File: config.mk
export PLATFORM = sky130hd
export DESIGN_NAME = operand_fetch
export DESIGN_NICKNAME = d
export VERILOG_FILES = /design/src/rtl/operand_fetch.sv
export SDC_FILE = /design/constraint.sdc
export NUM_CORES = 1
export LEC_CHECK = 0
export CORE_MARGIN = 4
export CORE_UTILIZATION = 55
export CTS_BUF_LIST = sky130_fd_sc_hd__clkbuf_4 sky130_fd_sc_hd__clkbuf_8 sky130_fd_sc_hd__clkbuf_16
export CTS_CLUSTER_SIZE = 40
export DETAILED_ROUTE_END_ITERATION = 8
export GPL_TIMING_DRIVEN = 1
export PLACE_DENSITY = 0.86
export SYNTH_ARGS = -nofsm -noshare
export SYNTH_HDL_FRONTEND = slang
export SYNTH_SLANG_ARGS = --single-unit
File: constraint.sdc
create_clock -name clk -period 24.7 [get_ports clk]
set_input_delay 4.94 -clock clk [delete_from_list [all_inputs] [get_ports clk]]
set_output_delay 4.94 -clock clk [all_outputs]
set_load 0.1 [all_outputs]
File: src/rtl/operand_fetch.sv
// Operand fetch: streams len op1/op2 pairs from the scratchpad SRAM read ports
// to the compute core through a small credit-controlled pair FIFO.
module operand_fetch #(
    parameter int DATA_WIDTH = 128,
    parameter int ADDR_WIDTH = 10,
    parameter int FIFO_DEPTH = 2
) (
    input  logic                  clk,
    input  logic                  rst_n,
    input  logic                  start,
    input  logic [ADDR_WIDTH-1:0] op1_base,
    input  logic [ADDR_WIDTH-1:0] op2_base,
    input  logic [ADDR_WIDTH:0]   len,
    output logic                  busy,
    output logic                  done,
    output logic                  op1_ren,
    output logic [ADDR_WIDTH-1:0] op1_radr,
    input  logic [DATA_WIDTH-1:0] op1_rdata,
    output logic                  op2_ren,
    output logic [ADDR_WIDTH-1:0] op2_radr,
    input  logic [DATA_WIDTH-1:0] op2_rdata,
    output logic                  pair_valid,
    input  logic                  pair_ready,
    output logic [DATA_WIDTH-1:0] pair_op1,
    output logic [DATA_WIDTH-1:0] pair_op2,
    output logic                  pair_last
);
    localparam int LW = ADDR_WIDTH + 1;
    localparam int PW = $clog2(FIFO_DEPTH);
    localparam int CW = PW + 1;

    typedef enum logic [1:0] {S_IDLE, S_ISSUE, S_DRAIN} state_t;
    state_t r_state, w_state_nxt;

    logic [LW-1:0]         r_len, r_issued, r_accepted;
    logic [ADDR_WIDTH-1:0] r_op1_radr, r_op2_radr;
    logic                  r_ren, r_ren_last;
    logic                  r_cap, r_cap_last;
    logic                  r_zero_done;

    logic [DATA_WIDTH-1:0] r_mem_op1 [FIFO_DEPTH];
    logic [DATA_WIDTH-1:0] r_mem_op2 [FIFO_DEPTH];
    logic                  r_mem_last [FIFO_DEPTH];
    logic [PW-1:0]         r_wp, r_rp;
    logic [CW-1:0]         r_cnt;

    logic          w_fifo_nempty, w_valid, w_pop, w_push, w_mem_pop;
    logic          w_last_hs, w_credit, w_start_go, w_start_zero, w_issue_more;
    logic [LW-1:0] w_outst;

    // r_cap marks the cycle the SRAM data is on rdata; it is presented directly
    // when the FIFO is empty so the first pair appears without an extra stage.
    assign w_fifo_nempty = (r_cnt != '0);
    assign w_valid       = w_fifo_nempty | r_cap;
    assign w_pop         = w_valid & pair_ready;
    assign w_mem_pop     = w_pop & w_fifo_nempty;
    assign w_push        = r_cap & ~(~w_fifo_nempty & w_pop);

    // Outstanding pairs (issued but not yet accepted) after this cycle's pop
    // must leave room for the read being decided now.
    assign w_outst      = r_issued - r_accepted - LW'(w_pop);
    assign w_credit     = (w_outst < LW'(FIFO_DEPTH));
    assign w_start_go   = (r_state == S_IDLE) & start & (len != '0);
    assign w_start_zero = (r_state == S_IDLE) & start & (len == '0);
    assign w_issue_more = (r_state == S_ISSUE) & (r_issued != r_len) & w_credit;
    assign w_last_hs    = w_pop & (r_state != S_IDLE) & ((r_accepted + LW'(1)) == r_len);

    always_ff @(posedge clk or negedge rst_n) begin
        if (!rst_n) r_state <= S_IDLE;
        else        r_state <= w_state_nxt;
    end

    always_comb begin
        w_state_nxt = r_state;
        case (r_state)
            S_IDLE:  if (w_start_go) w_state_nxt = S_ISSUE;
            S_ISSUE: if (r_issued == r_len) w_state_nxt = S_DRAIN;
            S_DRAIN: if (w_last_hs) w_state_nxt = S_IDLE;
            default: w_state_nxt = S_IDLE;
        endcase
    end

    always_ff @(posedge clk or negedge rst_n) begin
        if (!rst_n) begin
            r_len       <= '0;
            r_issued    <= '0;
            r_accepted  <= '0;
            r_op1_radr  <= '0;
            r_op2_radr  <= '0;
            r_ren       <= 1'b0;
            r_ren_last  <= 1'b0;
            r_cap       <= 1'b0;
            r_cap_last  <= 1'b0;
            r_zero_done <= 1'b0;
        end else begin
            r_ren       <= w_start_go | w_issue_more;
            r_cap       <= r_ren;
            r_cap_last  <= r_ren_last;
            r_zero_done <= w_start_zero;
            if (w_start_go) begin
                r_len      <= len;
                r_issued   <= LW'(1);
                r_op1_radr <= op1_base;
                r_op2_radr <= op2_base;
                r_ren_last <= (len == LW'(1));
            end else if (w_issue_more) begin
                r_issued   <= r_issued + LW'(1);
                r_op1_radr <= r_op1_radr + ADDR_WIDTH'(1);
                r_op2_radr <= r_op2_radr + ADDR_WIDTH'(1);
                r_ren_last <= ((r_issued + LW'(1)) == r_len);
            end else begin
                r_ren_last <= 1'b0;
            end
            if (w_start_go)  r_accepted <= '0;
            else if (w_pop)  r_accepted <= r_accepted + LW'(1);
        end
    end

    always_ff @(posedge clk or negedge rst_n) begin
        if (!rst_n) begin
            r_wp  <= '0;
            r_rp  <= '0;
            r_cnt <= '0;
        end else begin
            if (w_push)    r_wp <= r_wp + PW'(1);
            if (w_mem_pop) r_rp <= r_rp + PW'(1);
            r_cnt <= r_cnt + CW'(w_push) - CW'(w_mem_pop);
        end
    end

    always_ff @(posedge clk) begin
        if (w_push) begin
            r_mem_op1[r_wp]  <= op1_rdata;
            r_mem_op2[r_wp]  <= op2_rdata;
            r_mem_last[r_wp] <= r_cap_last;
        end
    end

    assign op1_ren    = r_ren;
    assign op2_ren    = r_ren;
    assign op1_radr   = r_op1_radr;
    assign op2_radr   = r_op2_radr;
    assign pair_valid = w_valid;
    assign pair_op1   = w_fifo_nempty ? r_mem_op1[r_rp] : (r_cap ? op1_rdata : '0);
    assign pair_op2   = w_fifo_nempty ? r_mem_op2[r_rp] : (r_cap ? op2_rdata : '0);
    assign pair_last  = w_fifo_nempty ? r_mem_last[r_rp] : (r_cap & r_cap_last);
    assign done       = w_last_hs | r_zero_done;
    assign busy       = (r_state != S_IDLE) & ~w_last_hs;
endmodule
# After elaboration in Yosys (flattened, before gate mapping)
# Memory sizes are Yosys's and may differ from the RTL's.
# Cells that the tools add are included.
# classes
n_reduce_logical,8
bitwise_logic,19
mux,21
eq_ne,10
addsub,10
order_cmp,1
# ops
operator,n
128-bit two-way mux,4
11-bit two-way mux,4
10-bit two-way mux,4
11-bit equality test,3
11-bit by 1-bit adder with 11-bit output (second input constant),2
10-bit by 1-bit adder with 10-bit output (second input constant),2
1-bit AND,13
11-bit by 1-bit equality test with 1-bit output (second input constant),1
11-bit logical NOT,1
11-bit by 2-bit < comparator with 1-bit output (second input constant),1
11-bit != test,1
11-bit nonzero test,1
11-bit by 1-bit subtractor with 11-bit output,1
11-bit subtractor,1
2-bit nonzero test,4
2-bit two-way mux,3
2-bit one-hot mux with 3 select lines,1
1-bit two-way mux,5
2-bit != test (second input constant),2
1-bit inverter,3
1-bit OR,3
3-bit AND reduction,1
1-bit adder (second input constant),2
2-bit by 1-bit adder with 2-bit output,1
5 further kinds,5
# word_totals
output_inout_bits,282
mem_count,3
ram_bits,514
reg_bits,64
# memory_table
name,depth,word_bits,read_ports,rd_ports_with_merged_regs,write_ports,line_no,rtl
r_mem_op1,2,128,1,0,1,41,logic [DATA_WIDTH-1:0] r_mem_op1 [FIFO_DEPTH];
r_mem_op2,2,128,1,0,1,42,logic [DATA_WIDTH-1:0] r_mem_op2 [FIFO_DEPTH];
r_mem_last,2,1,1,0,1,43,logic r_mem_last [FIFO_DEPTH];

# Depth between registers and ports, before layout
# depth
depth_word,8
depth_mapped,17

# Worst setup path after synthesis
# OpenSTA, ideal clock, no wires.
# synth_timing
path_type,in2reg
from,input port pair_ready
to,"memory r_mem_last[0], enable pin"
path_slack_ns,8.061
arrival_time_ns,15.758
n_path_buf,0
stages,3
cell_sequence,nand2_1 nand2_1 nor2_1
# synth_via
elab_chain_cells,6
# synth_lines
item,line_no,rtl
start: declaration,23,"input logic pair_ready,"
1-bit AND,55,assign w_pop = w_valid & pair_ready;
1-bit AND,57,assign w_push = r_cap & ~(~w_fifo_nempty & w_pop);
1-bit inverter,57,
1-bit AND,57,
1-bit two-way mux,132,if (w_push) begin
1-bit two-way mux (not written as such),135,r_mem_last[r_wp] <= r_cap_last;
end: declaration,43,
# Every way passes these cells.

# Final worst setup path
# layout_timing
from,input port pair_ready
to,output port done
# layout_via
elab_chain_cells,4
# layout_lines
item,line_no,rtl
1-bit AND,55,
1-bit AND (2 in series),66,assign w_last_hs = w_pop & (r_state != S_IDLE) & ((r_accepted + LW'(1)) == r_len);
1-bit OR,147,assign done = w_last_hs | r_zero_done;
end: declaration,15,"output logic done,"
# Every way passes these cells.

==> summary.md <==
- complete, no violations — outcome
- flop to flop — kind of path behind the tightest hold check
- 0 — total gr overflow
- 223 µm — Die Y-Extent
- sky130_fd_sc_hd__clkdlybuf4s50_1 — cell type of the slowest stage on the worst timing path
- 78 — row count
- 73.3% — Post-Route Utilization
- 7 — critical path peak fanout
- 109000 µm — global-route wire length before repair
- 12670 ps — final critical path time including I/O delays and setup
- 3 — number of buffers between clock root and the deepest sink
- 23.4 µm — Routed WL per cell
- 223 µm — floorplan die width
- 18300 — number of global-route vias before repair
- 72100 µm — Routed WL
- 0 — number of buffers inserted by post-CTS setup repair
- 11.3 ps — worst clock skew on the final layout
- 25400 µm² — Synth Cell Area
- 0 — quantity of hold-fixing buffers added after cts
- sky130_fd_sc_hd__clkdlybuf4s50_1 — cell type with the highest occurrence count on the critical path
- 1200 ps — Tightest Pin Transition
- done — TritonCTS clock tree
- 2 — CP bufs+invs
- 70 ps — clock transition at the registers of the reported paths
- 2745 — Layout Nets
- 572 — PortBufs
- sky130_fd_sc_hd__edfxtp_1 (61%), sky130_fd_sc_hd__mux2i_1 (10%), sky130_fd_sc_hd__dfrtp_1 (6.3%), sky130_fd_sc_hd__o21ai_0 (5.5%), sky130_fd_sc_hd__nand3_1 (5.5%) — Area contributors post-synth
- 180 — largest net degree at the start of global routing
- 47.8% — GR Layer Usage met2
- 514 — EDFF count, synth
- 0 — number of nets with antenna violations after routing
- 51.3% — portion of the clock cycle consumed by the worst path in the final layout
- 19760 ps — required time reported for the critical path endpoint
- 0.0789 GHz — highest attainable clock frequency
- 2970 — number of cells in the design after placement
- 0 — post-cts sizing count
- input pin to output port — startpoint-to-endpoint class of the critical path
- 49700 µm² — Die ar.
- buffers and inverters — family with the most delay on the worst path
- 0 ps — setup TNS
- 31.3% — area growth from synthesis to layout
- 1160 ps — longest individual stage delay on the worst path
- 5.99% — met3 track demand over resource in global routing
- 45500 µm² — Placeable Area
- 19160 ps — worst reg2reg setup slack
- 67.1% — sequential fraction of the synthesis area
- 0 — Max-Cap Viols
- 35.7% — global routing met1 resource utilization
- 2235 — Syn Nets
- 0 — remaining routing DRC violations
- sky130_fd_sc_hd__edfxtp_1 (514), sky130_fd_sc_hd__o21ai_0 (278), sky130_fd_sc_hd__nand3_1 (277) — top post-synthesis cells by count
- 573 — top-level port count
- 600 ps — clock latency at the later pin of the worst-skew pair
- 0.902 — final RePlAce weighted congestion
- 2 — level count of the clock H-tree
- 5.25% — fraction of layout instances using a drive strength above 1
- 578 — clock sink count
- met2 — Most Crowded Layer GR
- 58 — clock buffer count from CTS
- 0 — Yosys Warn Count
- 1920 — Synth Instances
- 0 — Final Max Tran Viols
- 1945 — violation count after the first detailed-route iteration
- clkdlybuf4s50_1 > nand2_1 > nor4_1 > o2111a_1 > nand4_1 > nand2b_1 > clkdlybuf4s50_1 — cell breakdown of the critical path
- 19.7% — relative max-transition margin
- 5.91 — vias per inst
- 18200 — routed via count
- sky130_fd_sc_hd__edfxtp_1 — library cell with the largest summed area after synthesis
- 28.0% — global routing usage summed across all routing layers
- sky130_fd_sc_hd__edfxtp_1 — most frequent cell after synthesis
- 0 — final hold violations
- false — setup repair after global routing missed its margin
- 3085 — fin cells
- 0 — number of setup violations in the final report
- 46500 µm — DP Wirelength
- 578 — number of flip-flops and latches in the synthesized netlist
- output port — crit end category
- sky130_fd_sc_hd__edfxtp_1 — Main synth FF type
- 8 — antenna violations before repair
- 55.8% — effective utilization at floorplan
- input pin — crit start category
- 7 — 1st-pass router iterations
- 60.8% — portion of synthesized cell area occupied by the leading cell type
- 11.1% — Post-synth ARST share
- 7730 ps — CP arrival
- 56 — count of distinct cell types in the synthesized netlist
- 13.2 µm² — post-synthesis average cell area
- sky130_fd_sc_hd__clkbuf_16 — root buf cell
==> metal layers <==
metal | routed length, µm | vias up | share of wire [%]
met2 | 36800 | 759 | 51
met5 | 31 | - | 0.043
met4 | 2910 | 4 | 4.0
met1 | 27400 | 9017 | 38
li1 | - | 8278 | -
met3 | 5010 | 165 | 6.9
==> layout make-up <==
| cell class | count | area (µm²) |
|---|---|---|
| sequential | 578 | 17000 |
| fill | 2905 | 12100 |
| multi-input combinational | 1171 | 7710 |
| timing repair buffer | 589 | 5870 |
| clock buffer | 71 | 1590 |
| tap | 600 | 751 |
| clock inverter | 36 | 236 |
| inverter | 32 | 120 |
| antenna | 8 | 20.0 |
==> metrics by stage <==
step           setup slack, ps  cell area (µm²)  hold slack, ps
2_1_floorplan             8060            25400             331
6_report                 12030            33300             361
5_1_grt                  11850            33300             367
4_1_cts                  12030            33300             363
3_5_place_dp             12020            31500             344
3_3_place_gp             12010            31500             337
==> state kept, by name, summed over array words and instances, names as in the netlist <==
register,count
op2_radr,10
r_cap,1
r_cnt,2
r_mem_op2,256
r_wp,1
r_len,11
r_cap_last,1
op1_ren,1
r_mem_last,2
r_zero_done,1
r_rp,1
r_accepted,11
r_issued,11
r_state,2
r_mem_op1,256
r_ren_last,1
op1_radr,10
==> cells by family after synthesis <==
family,count (synthesis),synth area share (%)
flops,578,67.1
simple gates,490,9.48
compound gates,328,6.87
mux,263,10.4
buf+inv,171,2.68
xor+xnor,66,2.28
fa+ha+maj,24,1.24
==> placed cells by master (no fill, tap or decap), types with 4 or more instances in the layout <==
cell type                         synthesis  routed
sky130_fd_sc_hd__nand3_1                277     277
sky130_fd_sc_hd__ha_1                    22      22
sky130_fd_sc_hd__a21oi_1                  9       9
sky130_fd_sc_hd__nand2_1                 94      94
sky130_fd_sc_hd__a31oi_1                  9       9
sky130_fd_sc_hd__xnor2_1                 34      34
sky130_fd_sc_hd__diode_2                  0       8
sky130_fd_sc_hd__clkbuf_16                0      59
sky130_fd_sc_hd__buf_4                    3      15
sky130_fd_sc_hd__clkinv_2                 0      13
sky130_fd_sc_hd__edfxtp_1               514     514
sky130_fd_sc_hd__dfrtp_1                 64      62
sky130_fd_sc_hd__nand4_1                 11      11
sky130_fd_sc_hd__and3_1                   5       4
sky130_fd_sc_hd__clkbuf_8                 0       4
sky130_fd_sc_hd__nor2_1                  43      40
sky130_fd_sc_hd__clkinv_1                 0      13
sky130_fd_sc_hd__or2_2                    5       5
sky130_fd_sc_hd__mux2i_1                262     262
sky130_fd_sc_hd__clkinvlp_4               0       6
sky130_fd_sc_hd__nand2b_1                 4       4
sky130_fd_sc_hd__nor2b_1                  6       6
sky130_fd_sc_hd__o21ai_0                278     278
sky130_fd_sc_hd__or3_1                    7       7
sky130_fd_sc_hd__xor2_1                  32      32
sky130_fd_sc_hd__clkbuf_4                 0       8
sky130_fd_sc_hd__nor4_1                  15      15
sky130_fd_sc_hd__inv_1                   32      32
sky130_fd_sc_hd__nor3_1                   7       7
sky130_fd_sc_hd__o21ai_1                  4       4
sky130_fd_sc_hd__clkdlybuf4s50_1          0     571
==> path summary, 6_finish.rpt <==
check / startpoint / depth (start not counted) / end
min reg2reg: r_ren_last / 0 / r_cap_last
min in group asynchronous: rst_n / 2 / r_len[8]
min: r_ren_last / 0 / r_cap_last
max in group asynchronous: rst_n / 2 / r_cap
max: pair_ready / 7 / done
max reg2reg: r_cap / 14 / r_issued[9]
Power is not shown: default switching activity piles up to over one toggle a cycle in this logic, so the estimate is an artifact.
